<file path="src/rtl/win_sf_pkg.sv">
// Shared constants and FSM state encoding for the register-window spill/fill engine.
package win_sf_pkg;
  localparam int unsigned NREGS      = 16;
  localparam int unsigned BASE_REG   = 16;
  localparam int unsigned WORD_BYTES = 4;
  localparam int unsigned ADDR_W     = 32;
  localparam int unsigned DATA_W     = 32;
  localparam int unsigned WIN_W      = 2;
  localparam int unsigned REG_W      = 5;
  localparam int unsigned CNT_W      = $clog2(NREGS);

  typedef enum logic [2:0] {
    ST_IDLE,
    ST_SP_RD,
    ST_SP_MEM,
    ST_FL_MEM,
    ST_FL_WR,
    ST_DONE
  } state_t;
endpackage

</file>
<file path="src/rtl/window_spill_fill_ctrl_if.sv">
// Control, register-file and memory-port signals of the spill/fill engine.
interface window_spill_fill_ctrl_if;
  import win_sf_pkg::*;

  logic              spill_req;
  logic              fill_req;
  logic [WIN_W-1:0]  win;
  logic [ADDR_W-1:0] sp;
  logic              busy;
  logic              done;
  logic [WIN_W-1:0]  rf_cwp;
  logic [REG_W-1:0]  rf_ra;
  logic [DATA_W-1:0] rf_aout;
  logic [REG_W-1:0]  rf_rc;
  logic [DATA_W-1:0] rf_rin;
  logic              rf_rfe;
  logic              mem_req;
  logic              mem_we;
  logic [ADDR_W-1:0] mem_addr;
  logic [DATA_W-1:0] mem_wdata;
  logic              mem_ack;
  logic [DATA_W-1:0] mem_rdata;

  modport master (
    input  spill_req, fill_req, win, sp, rf_aout, mem_ack, mem_rdata,
    output busy, done, rf_cwp, rf_ra, rf_rc, rf_rin, rf_rfe,
           mem_req, mem_we, mem_addr, mem_wdata
  );

  modport slave (
    output spill_req, fill_req, win, sp, rf_aout, mem_ack, mem_rdata,
    input  busy, done, rf_cwp, rf_ra, rf_rc, rf_rin, rf_rfe,
           mem_req, mem_we, mem_addr, mem_wdata
  );
endinterface

</file>
<file path="src/rtl/win_sf_addr_gen.sv">
// Word counter with registered memory address and register index for one transfer.
module win_sf_addr_gen
  import win_sf_pkg::*;
(
  input  logic              clk,
  input  logic              rst,
  input  logic              start,
  input  logic              inc,
  input  logic [ADDR_W-1:0] sp,
  output logic [ADDR_W-1:0] addr,
  output logic [REG_W-1:0]  reg_idx,
  output logic              last_c
);
  logic [CNT_W-1:0] cnt;

  // Address advances by one word alongside the counter; wraps modulo 2^ADDR_W.
  always_ff @(posedge clk or posedge rst) begin
    if (rst) begin
      cnt     <= '0;
      addr    <= '0;
      reg_idx <= '0;
    end else if (start) begin
      cnt     <= '0;
      addr    <= sp & ~ADDR_W'(WORD_BYTES - 1);
      reg_idx <= REG_W'(BASE_REG);
    end else if (inc) begin
      cnt     <= cnt + CNT_W'(1);
      addr    <= addr + ADDR_W'(WORD_BYTES);
      reg_idx <= reg_idx + REG_W'(1);
    end
  end

  assign last_c = (cnt == CNT_W'(NREGS - 1));
endmodule

</file>
<file path="src/rtl/window_spill_fill_ctrl.sv">
// Window overflow/underflow engine: moves r16..r31 of one window to or from memory.
module window_spill_fill_ctrl
  import win_sf_pkg::*;
(
  input  logic                           clk,
  input  logic                           rst,
  window_spill_fill_ctrl_if.master       bus
);
  state_t            state, state_d;
  logic              start_c, inc_c, last_c;
  logic [ADDR_W-1:0] addr;
  logic [REG_W-1:0]  reg_idx;

  win_sf_addr_gen u_addr_gen (
    .clk     (clk),
    .rst     (rst),
    .start   (start_c),
    .inc     (inc_c),
    .sp      (bus.sp),
    .addr    (addr),
    .reg_idx (reg_idx),
    .last_c  (last_c)
  );

  always_ff @(posedge clk or posedge rst) begin
    if (rst) state <= ST_IDLE;
    else     state <= state_d;
  end

  // Spill has priority over fill; requests are only looked at in IDLE.
  always_comb begin
    state_d = state;
    start_c = 1'b0;
    inc_c   = 1'b0;
    unique case (state)
      ST_IDLE: begin
        if (bus.spill_req) begin
          state_d = ST_SP_RD;
          start_c = 1'b1;
        end else if (bus.fill_req) begin
          state_d = ST_FL_MEM;
          start_c = 1'b1;
        end
      end
      ST_SP_RD:  state_d = ST_SP_MEM;
      ST_SP_MEM: begin
        if (bus.mem_ack) begin
          if (last_c) begin
            state_d = ST_DONE;
          end else begin
            state_d = ST_SP_RD;
            inc_c   = 1'b1;
          end
        end
      end
      ST_FL_MEM: if (bus.mem_ack) state_d = ST_FL_WR;
      ST_FL_WR: begin
        if (last_c) begin
          state_d = ST_DONE;
        end else begin
          state_d = ST_FL_MEM;
          inc_c   = 1'b1;
        end
      end
      ST_DONE:   state_d = ST_IDLE;
      default:   state_d = ST_IDLE;
    endcase
  end

  // Strobes are registered from the next state so they line up with the state register.
  always_ff @(posedge clk or posedge rst) begin
    if (rst) begin
      bus.busy      <= 1'b0;
      bus.done      <= 1'b0;
      bus.mem_req   <= 1'b0;
      bus.mem_we    <= 1'b0;
      bus.rf_rfe    <= 1'b0;
      bus.rf_cwp    <= '0;
      bus.mem_wdata <= '0;
      bus.rf_rin    <= '0;
    end else begin
      bus.busy    <= (state_d != ST_IDLE);
      bus.done    <= (state_d == ST_DONE);
      bus.mem_req <= (state_d == ST_SP_MEM) || (state_d == ST_FL_MEM);
      bus.mem_we  <= (state_d == ST_SP_MEM);
      bus.rf_rfe  <= (state_d == ST_FL_WR);
      if (start_c)                               bus.rf_cwp    <= bus.win;
      if (state == ST_SP_RD)                     bus.mem_wdata <= bus.rf_aout;
      if ((state == ST_FL_MEM) && bus.mem_ack)   bus.rf_rin    <= bus.mem_rdata;
    end
  end

  assign bus.rf_ra    = reg_idx;
  assign bus.rf_rc    = reg_idx;
  assign bus.mem_addr = addr;
endmodule
</file>
<file path="src/flat_wrapper.sv">
// flat-port wrapper written by rule: the top's interface ports become plain ports
module window_spill_fill_ctrl_flat import win_sf_pkg::*;
  (clk, rst, bus_spill_req, bus_fill_req, bus_win, bus_sp, bus_rf_aout, bus_mem_ack, bus_mem_rdata, bus_busy, bus_done, bus_rf_cwp, bus_rf_ra, bus_rf_rc, bus_rf_rin, bus_rf_rfe, bus_mem_req, bus_mem_we, bus_mem_addr, bus_mem_wdata);
  window_spill_fill_ctrl_if bus_i ();
  input  logic clk;
  input  logic rst;
  input wire logic [$bits(bus_i.spill_req)-1:0] bus_spill_req;
  input wire logic [$bits(bus_i.fill_req)-1:0] bus_fill_req;
  input wire logic [$bits(bus_i.win)-1:0] bus_win;
  input wire logic [$bits(bus_i.sp)-1:0] bus_sp;
  input wire logic [$bits(bus_i.rf_aout)-1:0] bus_rf_aout;
  input wire logic [$bits(bus_i.mem_ack)-1:0] bus_mem_ack;
  input wire logic [$bits(bus_i.mem_rdata)-1:0] bus_mem_rdata;
  output wire logic [$bits(bus_i.busy)-1:0] bus_busy;
  output wire logic [$bits(bus_i.done)-1:0] bus_done;
  output wire logic [$bits(bus_i.rf_cwp)-1:0] bus_rf_cwp;
  output wire logic [$bits(bus_i.rf_ra)-1:0] bus_rf_ra;
  output wire logic [$bits(bus_i.rf_rc)-1:0] bus_rf_rc;
  output wire logic [$bits(bus_i.rf_rin)-1:0] bus_rf_rin;
  output wire logic [$bits(bus_i.rf_rfe)-1:0] bus_rf_rfe;
  output wire logic [$bits(bus_i.mem_req)-1:0] bus_mem_req;
  output wire logic [$bits(bus_i.mem_we)-1:0] bus_mem_we;
  output wire logic [$bits(bus_i.mem_addr)-1:0] bus_mem_addr;
  output wire logic [$bits(bus_i.mem_wdata)-1:0] bus_mem_wdata;
  assign bus_i.spill_req = bus_spill_req;
  assign bus_i.fill_req = bus_fill_req;
  assign bus_i.win = bus_win;
  assign bus_i.sp = bus_sp;
  assign bus_i.rf_aout = bus_rf_aout;
  assign bus_i.mem_ack = bus_mem_ack;
  assign bus_i.mem_rdata = bus_mem_rdata;
  assign bus_busy = bus_i.busy;
  assign bus_done = bus_i.done;
  assign bus_rf_cwp = bus_i.rf_cwp;
  assign bus_rf_ra = bus_i.rf_ra;
  assign bus_rf_rc = bus_i.rf_rc;
  assign bus_rf_rin = bus_i.rf_rin;
  assign bus_rf_rfe = bus_i.rf_rfe;
  assign bus_mem_req = bus_i.mem_req;
  assign bus_mem_we = bus_i.mem_we;
  assign bus_mem_addr = bus_i.mem_addr;
  assign bus_mem_wdata = bus_i.mem_wdata;
  window_spill_fill_ctrl u_core (.clk(clk), .rst(rst), .bus(bus_i));
endmodule
</file>
<file path="config.mk">
export PLATFORM = sky130hd
export DESIGN_NAME = window_spill_fill_ctrl_flat
export DESIGN_NICKNAME = d
export VERILOG_FILES = /design/src/rtl/win_sf_pkg.sv /design/src/rtl/window_spill_fill_ctrl_if.sv /design/src/rtl/win_sf_addr_gen.sv /design/src/rtl/window_spill_fill_ctrl.sv /design/src/flat_wrapper.sv
export SDC_FILE = /design/constraint.sdc
export NUM_CORES = 1
export LEC_CHECK = 0
export BUFFER_PORTS_ARGS = -buffer_cell sky130_fd_sc_hd__buf_2
export CAP_MARGIN = 40
export CELL_PAD_IN_SITES_DETAIL_PLACEMENT = 0
export CELL_PAD_IN_SITES_GLOBAL_PLACEMENT = 1
export CORE_ASPECT_RATIO = 0.6
export CORE_UTILIZATION = 37
export CTS_CLUSTER_DIAMETER = 60
export DETAILED_ROUTE_END_ITERATION = 6
export PLACE_DENSITY_LB_ADDON = 0.1
export SLEW_MARGIN = 15
export SYNTH_ARGS = -nofsm -noshare
export SYNTH_HDL_FRONTEND = slang
export SYNTH_HIERARCHICAL = 1
export SYNTH_SLANG_ARGS = --single-unit
</file>
<file path="constraint.sdc">
create_clock -name clk -period 2.8 [get_ports clk]
set_input_delay 0.14 -clock clk [delete_from_list [all_inputs] [get_ports clk]]
set_output_delay 0.14 -clock clk [all_outputs]
set_load 0.02 [all_outputs]
</file>
==> results of run 1 <==
registers in the layout (all words and copies together), names as in the netlist:
register,cells
u_core/bus.mem_wdata,32
u_core/bus.rf_rin,32
u_core/u_addr_gen/addr,30
u_core/u_addr_gen/reg_idx,5
u_core/u_addr_gen/cnt,4
u_core/state,3
u_core/bus.rf_cwp,2
u_core/bus.busy,1
u_core/bus.done,1
u_core/bus.mem_req,1
u_core/bus.mem_we,1
u_core/bus.rf_rfe,1
final cells by class:
cell class	instances	area [um2]	share of cell area, %
inverters	10	37.5	0.471
clock inverters	13	188	2.36
repair buffers	316	2100	26.4
flip-flops and latches	113	2830	35.5
multi-input cells	269	2130	26.7
clock buffers	18	439	5.51
well taps	192	240	3.02
power groups by stage:
stage / Clock (W) / Sequential [W] / Combinational, W
CTS: 0.00234 / 0.00304 / 0.00384
finish: 0.00229 / 0.00303 / 0.00381
global placement: 0 / 0.00301 / 0.00365
floorplan: 0 / 0.00385 / 0.00170
global route: 0.00242 / 0.00317 / 0.00410
detailed placement: 0 / 0.00304 / 0.00374
worst max path at each step:
stage / endpoint / slack, ps
2_1_floorplan: u_core/u_addr_gen/addr[29]$_DFFE_PP0N_ / 290
3_3_place_gp: u_core/u_addr_gen/addr[22]$_DFFE_PP0N_ / 370
3_5_place_dp: u_core/u_addr_gen/addr[26]$_DFFE_PP0N_ / 320
4_1_cts: u_core/u_addr_gen/addr[28]$_DFFE_PP0N_ / 330
5_1_grt: u_core/u_addr_gen/addr[28]$_DFFE_PP0N_ / 160
6_report: u_core/u_addr_gen/addr[26]$_DFFE_PP0N_ / 330
stage by stage:
| stage | setup WS [ps] | total power [W] |
|---|---|---|
| 6_report | 326 | 0.00913 |
| 5_1_grt | 157 | 0.00970 |
| 4_1_cts | 328 | 0.00922 |
| 3_5_place_dp | 317 | 0.00678 |
| 3_3_place_gp | 369 | 0.00666 |
| 2_1_floorplan | 286 | 0.00555 |
routing by layer:
layer,up-vias,wire [um],global-route usage (%),part of all wire (%)
met1,2162,6740,27.8,49
met5,-,0,0,0
met3,10,925,6.27,6.8
li1,2111,-,-,-
met2,154,5860,28.6,43
met4,0,130,5.53,0.95
what timing repair did:
item / CTS / global route
hold buffers: 96 / 0
resized for setup: 0 / 0
setup buffers: 0 / 0
endpoints found under the hold margin: 144 / 0
cell families after synthesis:
family / Yosys count / synth area share (%)
DFF: 113 / 54.5
xor gates and xnor gates: 21 / 3.55
adders and majority gates: 3 / 0.724
other: 1 / 0.0723
and+or+nand+nor: 124 / 13.3
AOI/OAI and AO/OA: 50 / 6.18
muxes: 69 / 17.0
buffers and inverters: 40 / 4.59
synthesized netlist by cell type, drive strengths merged, types with 5 or more instances:
cell	count	area, um2
o31ai	9	67.6
and4	6	53.8
nand2	34	135
nor2	25	96.4
mux2	66	852
dfrtp	113	2830
o21ai	18	90.1
nand4	13	111
a31oi	13	81.3
and3	5	33.8
xnor2	8	70.1
xor2	13	114
buf	21	166
nand3	15	75.1
or4	10	75.1
inv	10	37.5
clkbuf	9	33.8
worst register-to-register path, cell delays in order (launching register included):
cell and delay [ps]:
dfrtp_1 400, ha_1 220, and3_1 190, a211oi_2 280, and3_2 320, nand4_4 240
or4_1 580, a31oi_1 170
==> results by group, run 1 <==
Power
  • Worst vdd ir: 514 uV
  • P_int: 0.00562 W
  • Sequential share of power: 33.2%
  • P_sw: 0.00351 W
  • Leak: 3.81 nW
  • Pwr dens: 1150 nW/um2
  • Comb pwr share: 41.7%
  • Sw Share: 38.5%
  • Clock Power Share: 25.1%

Final layout
  • Post-route design area: 7960 um2
  • Non-Filler Instances: 931
  • # nets final: 833
  • Commonest non-fill, non-tap cell in the layout: buf_2
  • Filler Cell Count: 1152
  • Antenna diode count: 0
  • Area Overhead vs Synth: 53.6%
  • Core Util, Final: 58.3%
  • Layout cells sized above 1: 44.1%
  • Most frequent cells in the layout: 211 x buf_2, 113 x dfrtp_1, 96 x dlygate4sd3_1, 35 x mux2_2, 33 x nand2_1

Setup path
  • Reg-to-Reg End: u_core/u_addr_gen/addr[26]$_DFFE_PP0N_
  • Crit. path cell count: 7
  • Element type at the critical path start: flop
  • Crit. End Element: flop
  • R2r worst-path depth: 7
  • CP top delay family: simple AND/OR/NAND/NOR gates
  • CP max stage delay: 580 ps
  • Worst setup startpoint: u_core/u_addr_gen/cnt[0]$_DFFE_PP0N_
  • Launch point of the worst reg-to-reg path: u_core/u_addr_gen/cnt[0]$_DFFE_PP0N_
  • Critical Path, Cell by Cell: ha_1, and3_1, a211oi_2, and3_2, nand4_4, or4_1, a31oi_1
  • Req. time, crit path: 3130 ps
  • CP bufs+invs: 0
  • Critical Path AT: 2810 ps
  • R2R Setup Slk: 330 ps
  • CP max-delay cell: or4_1
  • CP Max Fanout: 14
  • Setup CP Type: flop to flop

Synth
  • Synthesis Warnings: 6
  • Mean Syn Cell Area: 12.3 um2
  • #FFs+latches synth: 113
  • Synthesized instance count: 421
  • Synth Flop Type: dfrtp_1
  • Synth async-reset ratio: 100%
  • Synth unique cells: 45
  • Post-synth EDFFs: 0
  • Synthesized cell area: 5180 um2
  • Post-synthesis sequential area ratio: 54.5%

Drt
  • Vias: 4437
  • Final WL: 13700 um
  • Drt drc: 0
  • Initial DRC Count: 198
  • Number of routed nets with antenna violations: 0
  • First-pass detailed-route iteration total: 4
  • Vias/cell: 4.77
  • WL per Instance: 14.7 um

Floorplan
  • Row count: 33
  • Die Ht: 93.7 um
  • Core Box Area: 13700 um2
  • Number of I/O pins: 216
  • Full die area: 14500 um2
  • Die W: 155 um
  • Initial Util: 37.9%

Job
  • Max_cap viols: 0

Global route
  • Number of global-route vias before repair: 4273
  • Remaining global-route overflow: 0
  • Global-route wire length before repair: 21800 um
  • Largest net degree at the start of global routing: 44
  • GRT Total Usage: 19.6%
  • Initial antenna violation count: 0

CTS
  • CTS Root Cell: clkbuf_16
  • Worst-Skew Late Latency: 410 ps
  • H-tree level count: 4
  • TritonCTS clock tree: built
  • Clock sink count: 113
  • TritonCTS buffer count: 17
  • CTS clock-pin slew for the worst setup and hold paths: 60 ps
  • Max Buffers Root-to-Sink: 2

Timing
  • Clock skew: 10.9 ps
  • Setup TNS: 0 ps
  • Period minus WS final: 2470 ps
  • Tcrit/Tclk final: 88.4%
  • Endpoints failing hold: 0
  • Final Max Tran Viols: 0
  • Final setup violation count: 0
  • RSZ-0062 raised after global routing: no
  • Relative max-transition margin: 58.9%
  • WHS: 12.8 ps
  • Max Freq: 404 MHz
  • Slew @ Worst Pin: 616 ps

Place
  • Placed cells: 804
  • RePlAce Congestion: 0.770
  • Detailed Place HPWL: 9290 um
  • # port buffers: 211
  • Post-Place Cell Area: 6380 um2

Outcome
  • Status: finished, final reports clean

Worst hold path
  • Hold Path Class: input pin to flop
  • Hold Crit Depth: 3
  • Hold EP: u_core/u_addr_gen/addr[16]$_DFFE_PP0N_
  • Hold Path Origin: bus_sp[16]
Note: power is estimated with default switching activity, not from simulation.
==> run 2, diff against run 1 <==
--- a/config.mk
+++ b/config.mk
@@ -10,7 +10,8 @@
 export CELL_PAD_IN_SITES_DETAIL_PLACEMENT = 0
 export CELL_PAD_IN_SITES_GLOBAL_PLACEMENT = 1
 export CORE_ASPECT_RATIO = 0.6
-export CORE_UTILIZATION = 37
+export CORE_MARGIN = 2
+export CORE_UTILIZATION = 40
 export CTS_CLUSTER_DIAMETER = 60
 export DETAILED_ROUTE_END_ITERATION = 6
 export PLACE_DENSITY_LB_ADDON = 0.1
==> constraint.sdc (replaced) <==
create_clock -name clk -period 3.2 [get_ports clk]
set_input_delay 0.16 -clock clk [delete_from_list [all_inputs] [get_ports clk]]
set_output_delay 0.16 -clock clk [all_outputs]
set_load 0.02 [all_outputs]
==> results by group, run 2 (same netlist as run 1, synthesis figures left out) <==
Place
  • # port buffers: 211
  • RePlAce Congestion: 0.762
  • Detailed Place HPWL: 9340 um
  • Placed cells: 780
  • Post-Place Cell Area: 6330 um2

Setup path
  • Setup CP Type: flop to flop
  • Crit. End Element: flop
  • Launch point of the worst reg-to-reg path: u_core/u_addr_gen/cnt[0]$_DFFE_PP0N_
  • R2r worst-path depth: 7
  • R2R Setup Slk: 380 ps
  • Req. time, crit path: 3520 ps
  • Reg-to-Reg End: u_core/u_addr_gen/addr[29]$_DFFE_PP0N_
  • Element type at the critical path start: flop
  • CP Max Fanout: 10
  • Critical Path AT: 3140 ps

Worst hold path
  • Hold Path Origin: bus_sp[26]
  • Hold Path Class: input pin to flop
  • Hold EP: u_core/u_addr_gen/addr[26]$_DFFE_PP0N_
  • Hold Crit Depth: 3

Global route
  • Number of global-route vias before repair: 4470
  • Remaining global-route overflow: 0
  • Largest net degree at the start of global routing: 44
  • GRT Total Usage: 20.6%
  • Global-route wire length before repair: 22300 um
  • Initial antenna violation count: 0

CTS
  • TritonCTS clock tree: built
  • Worst-Skew Late Latency: 400 ps
  • CTS Root Cell: clkbuf_16
  • Post-CTS Setup Repair Bufs: 0
  • H-tree level count: 4
  • CTS resizes: 0
  • TritonCTS buffer count: 17
  • Max Buffers Root-to-Sink: 2
  • CTS clock-pin slew for the worst setup and hold paths: 60 ps
  • Clock sink count: 113

Drt
  • Drt drc: 0
  • Vias/cell: 4.89
  • Final WL: 14100 um
  • Number of routed nets with antenna violations: 0
  • Vias: 4400
  • Initial DRC Count: 153
  • WL per Instance: 15.7 um
  • First-pass detailed-route iteration total: 4

Power
  • Pwr dens: 1010 nW/um2
  • Leak: 3.74 nW
  • Worst vdd ir: 502 uV

Final layout
  • Antenna diode count: 0
  • Largest regs: u_core/bus.mem_wdata x32, u_core/bus.rf_rin x32, u_core/u_addr_gen/addr x30
  • Core Util, Final: 61.2%
  • Area occupied by multi-input gates: 2130 um2
  • # nets final: 822
  • Post-route design area: 7800 um2
  • Area Overhead vs Synth: 50.4%
  • Most frequent cells in the layout: 211 x buf_2, 113 x dfrtp_1, 87 x dlygate4sd3_1, 35 x mux2_2, 33 x nand2_1
  • Register area: 2830 um2
  • Non-Filler Instances: 899
  • Filler Cell Count: 1016
  • Commonest non-fill, non-tap cell in the layout: buf_2
  • Layout cells sized above 1: 44.6%

Timing
  • Final Max Tran Viols: 0
  • Max Freq: 355 MHz
  • Endpoints failing hold: 0
  • Clock skew: 10.3 ps
  • Period minus WS final: 2820 ps
  • Slew @ Worst Pin: 621 ps
  • RSZ-0062 raised after global routing: no
  • Setup TNS: 0 ps
  • Relative max-transition margin: 58.6%
  • Final setup violation count: 0
  • Tcrit/Tclk final: 88.1%

Floorplan
  • Number of I/O pins: 216
  • Die Ht: 92.2 um
  • Initial Util: 40.7%
  • Die W: 151 um
  • Core Box Area: 12700 um2
  • Full die area: 13900 um2
  • Row count: 32

Job
  • Max_cap viols: 0

Outcome
  • Status: finished, final reports clean
[run 2: cell count changes in the layout (fill, tap and decap cells not counted), moves of 2 or more]
cell	previous run	this run
bufinv_16	4	2
buf_4	8	5
inv_6	0	4
dlygate4sd3_1	96	87
clkinv_4	4	2
[run 2: report_power, final]
| group | switching (W) | internal (W) | total [W] |
|---|---|---|---|
| registers | 0.000548 | 0.00212 | 0.00267 |
| logic | 0.00186 | 0.00146 | 0.00332 |
| clock network | 0.000699 | 0.00118 | 0.00187 |
| total | 0.00311 | 0.00475 | 0.00786 |
[run 2: how the worst max path moves through the flow]
| stage | startpoint | to | slack (ps) | cells past startpoint |
|---|---|---|---|---|
| CTS | u_core/u_addr_gen/cnt[0]$_DFFE_PP0N_ | u_core/u_addr_gen/addr[29]$_DFFE_PP0N_ | 390 | 7 |
| global route | u_core/u_addr_gen/cnt[0]$_DFFE_PP0N_ | u_core/u_addr_gen/addr[29]$_DFFE_PP0N_ | 200 | 7 |
| floorplan | u_core/u_addr_gen/cnt[0]$_DFFE_PP0N_ | u_core/u_addr_gen/addr[29]$_DFFE_PP0N_ | 690 | 8 |
| global placement | u_core/u_addr_gen/cnt[0]$_DFFE_PP0N_ | u_core/u_addr_gen/addr[29]$_DFFE_PP0N_ | 440 | 7 |
| detailed placement | u_core/u_addr_gen/cnt[0]$_DFFE_PP0N_ | u_core/u_addr_gen/addr[29]$_DFFE_PP0N_ | 380 | 7 |
| finish | u_core/u_addr_gen/cnt[0]$_DFFE_PP0N_ | u_core/u_addr_gen/addr[29]$_DFFE_PP0N_ | 380 | 7 |
[run 2: worst max-delay path, cell delays in order, from the launching register on]
cell,delay [ps]
dfrtp_1,410
ha_1,220
and3_1,190
a211oi_2,430
and4_1,520
nand4_4,260
or4_1,550
a31oi_1,160
[run 2: layout make-up]
type	instances	area share (%)
Sequential cell	113	36.3
Timing Repair Buffer	305	25.6
Tap cell	170	2.73
Clock buffer	18	5.63
Multi-Input combinational cell	269	27.3
Clock inverter	14	1.96
Inverter	10	0.481
[run 2: per-layer routing]
layer	global-route usage [%]	part of all wire [%]	vias up
met3	5.97	7.5	14
met4	5.84	1.1	0
li1	-	-	2099
met1	28.3	47	2132
met5	0	0	-
met2	31.8	45	155
[run 2: repair_timing]
item | 4_1_cts | 5_1_grt
hold endpoints to repair | 142 | 0
hold buffers | 87 | 0
setup endpoints to repair | 0 | 0
[run 2: per-stage QoR]
stage / setup WS (ps) / hold WS, ps / power [W]
after floorplan: 686 / 280 / 0.00486
after global placement: 441 / 334 / 0.00583
after detailed placement: 384 / 188 / 0.00591
after CTS: 387 / 0.281 / 0.00792
after global routing: 196 / 5.13 / 0.00833
final: 381 / 25.0 / 0.00786
==> run 3, diff against run 2 <==
--- a/config.mk
+++ b/config.mk
@@ -15,6 +15,7 @@
 export CTS_CLUSTER_DIAMETER = 60
 export DETAILED_ROUTE_END_ITERATION = 6
 export PLACE_DENSITY_LB_ADDON = 0.1
+export REMOVE_ABC_BUFFERS = 1
 export SLEW_MARGIN = 15
 export SYNTH_ARGS = -nofsm -noshare
 export SYNTH_HDL_FRONTEND = slang
==> results by group, run 3 (same netlist as run 1, synthesis figures left out) <==
Outcome
  • Status: finished, final reports clean

Timing
  • Final setup violation count: 0
  • Final Max Tran Viols: 0
  • Clock skew: 15.1 ps
  • Endpoints failing hold: 0
  • Max Freq: 364 MHz
  • Tcrit/Tclk final: 85.8%
  • RSZ-0062 raised after global routing: no
  • Slew @ Worst Pin: 615 ps
  • Period minus WS final: 2750 ps
  • Final setup margin: 453 ps
  • Setup TNS: 0 ps
  • Relative max-transition margin: 59.0%

Floorplan
  • Initial Util: 40.7%
  • Row count: 32
  • Core Box Area: 12700 um2
  • Number of I/O pins: 216
  • Full die area: 13900 um2
  • Die W: 151 um
  • Die Ht: 92.2 um

Final layout
  • Largest regs: u_core/bus.mem_wdata x32, u_core/bus.rf_rin x32, u_core/u_addr_gen/addr x30
  • Most frequent cells in the layout: 211 x buf_2, 113 x dfrtp_1, 84 x dlygate4sd3_1, 35 x mux2_2, 33 x nand2_1
  • Filler Cell Count: 1034
  • Commonest non-fill, non-tap cell in the layout: buf_2
  • Area Overhead vs Synth: 51.1%
  • # nets final: 822
  • Antenna diode count: 0
  • Layout cells sized above 1: 45.0%

Job
  • Max_cap viols: 0

Place
  • RePlAce Congestion: 0.819
  • # port buffers: 211
  • Detailed Place HPWL: 9290 um
  • Worst slack at placement: 491 ps

Setup path
  • Req. time, crit path: 3510 ps
  • Critical Path AT: 3060 ps
  • CP Max Fanout: 14
  • Element type at the critical path start: flop
  • Crit. End Element: flop
  • Setup CP Type: flop to flop
  • R2r worst-path depth: 7

Global route
  • Met2 usage: 30.9%
  • M1 GR Usage: 28.6%
  • Initial antenna violation count: 0
  • Remaining global-route overflow: 0
  • Met3 Resource Use GR: 5.02%
  • Global-route wire length before repair: 22000 um
  • Largest net degree at the start of global routing: 39
  • GRT Total Usage: 20.3%
  • Most Used Layer, Global Route: met2
  • Number of global-route vias before repair: 4397

CTS
  • H-tree level count: 4
  • TritonCTS buffer count: 17
  • Post-CTS Setup Repair Bufs: 0
  • Clock sink count: 113
  • CTS clock-pin slew for the worst setup and hold paths: 60 ps
  • CTS Root Cell: clkbuf_16
  • TritonCTS clock tree: built
  • Max Buffers Root-to-Sink: 2
  • Worst-Skew Late Latency: 400 ps

Power
  • Worst vdd ir: 486 uV
  • Final Power: 0.00789 W
  • Leak: 3.77 nW
  • Pwr dens: 1010 nW/um2

Drt
  • Drt drc: 0
  • Vias/cell: 4.89
  • First-pass detailed-route iteration total: 4
  • Final WL: 13700 um
  • Number of routed nets with antenna violations: 0
  • Initial DRC Count: 246
  • WL per Instance: 15.2 um
  • Vias: 4392

Worst hold path
  • Hold Crit Depth: 2
  • Hold Path Class: input pin to flop
==> run 3: cell count changes in the layout (fill, tap and decap cells not counted), sizes merged <==
cell / previous run / this run
buf: 218 / 221
dlygate4sd3: 87 / 84
clkinvlp: 4 / 2
clkbuf: 18 / 19
inv: 13 / 14
==> run 3: where the power goes <==
| group | internal [W] | leakage, nW | total (W) | switching (W) |
|---|---|---|---|---|
| clock | 0.00120 | 0.291 | 0.00189 | 0.000693 |
| sequential | 0.00212 | 1.35 | 0.00265 | 0.000535 |
| combinational | 0.00148 | 2.13 | 0.00335 | 0.00186 |
| total | 0.00480 | 3.77 | 0.00789 | 0.00309 |
==> run 3: routing by layer <==
| layer | routed length (um) | vias up |
|---|---|---|
| met5 | 0 | - |
| met4 | 165 | 0 |
| met3 | 951 | 15 |
| met2 | 6340 | 164 |
| met1 | 6200 | 2119 |
| li1 | - | 2094 |
==> run 3: timing repair <==
| action | 4_1_cts | 5_1_grt |
|---|---|---|
| endpoints found under the hold margin | 139 | 0 |
| gates resized for setup | 0 | 0 |
| hold buffers | 84 | 0 |
==> run 3: per-stage QoR <==
stage	instance area [um2]	hold WS, ps	util (%)	cells
detailed placement	6360	304	50.0	782
finish	7830	9.39	61.5	899
global route	7830	4.25	61.5	899
global placement	6310	364	49.6	780
CTS	7800	0.447	61.3	898
floorplan	4990	280	-	392
==> run 3: path summary, 6_finish.rpt <==
kind / to / start / slack [ps]
setup / recovery: u_core/u_addr_gen/addr[28]$_DFFE_PP0N_ / u_core/u_addr_gen/cnt[0]$_DFFE_PP0N_ / 450
hold / removal: u_core/bus.mem_wdata[26]$_DFFE_PP0P_ / bus_rf_aout[26] / 9
setup reg to reg: u_core/u_addr_gen/addr[28]$_DFFE_PP0N_ / u_core/u_addr_gen/cnt[0]$_DFFE_PP0N_ / 450
hold reg to reg: u_core/bus.mem_wdata[4]$_DFFE_PP0P_ / u_core/bus.mem_wdata[4]$_DFFE_PP0P_ / 480
max in group asynchronous: u_core/bus.rf_cwp[0]$_DFFE_PP0P_ / rst / 2210
min in group asynchronous: u_core/u_addr_gen/addr[11]$_DFFE_PP0N_ / rst / 260
==> run 3: worst max-delay path, stage by stage, from the launching register on <==
cell and delay, ps:
dfrtp_1 410, ha_1 220, and3_1 180, a211oi_2 460, and3_2 370, nand4_4 240, or4_1 590, a31oi_1 200
==> run 3: cell type report <==
class	count	area, um2	share of cell area (%)
clock buffers	19	453	5.78
well taps	170	213	2.72
flip-flops and latches	113	2830	36.1
clock inverters	13	150	1.92
repair buffers	305	2020	25.8
multi-input cells	269	2130	27.2
inverters	10	37.5	0.479
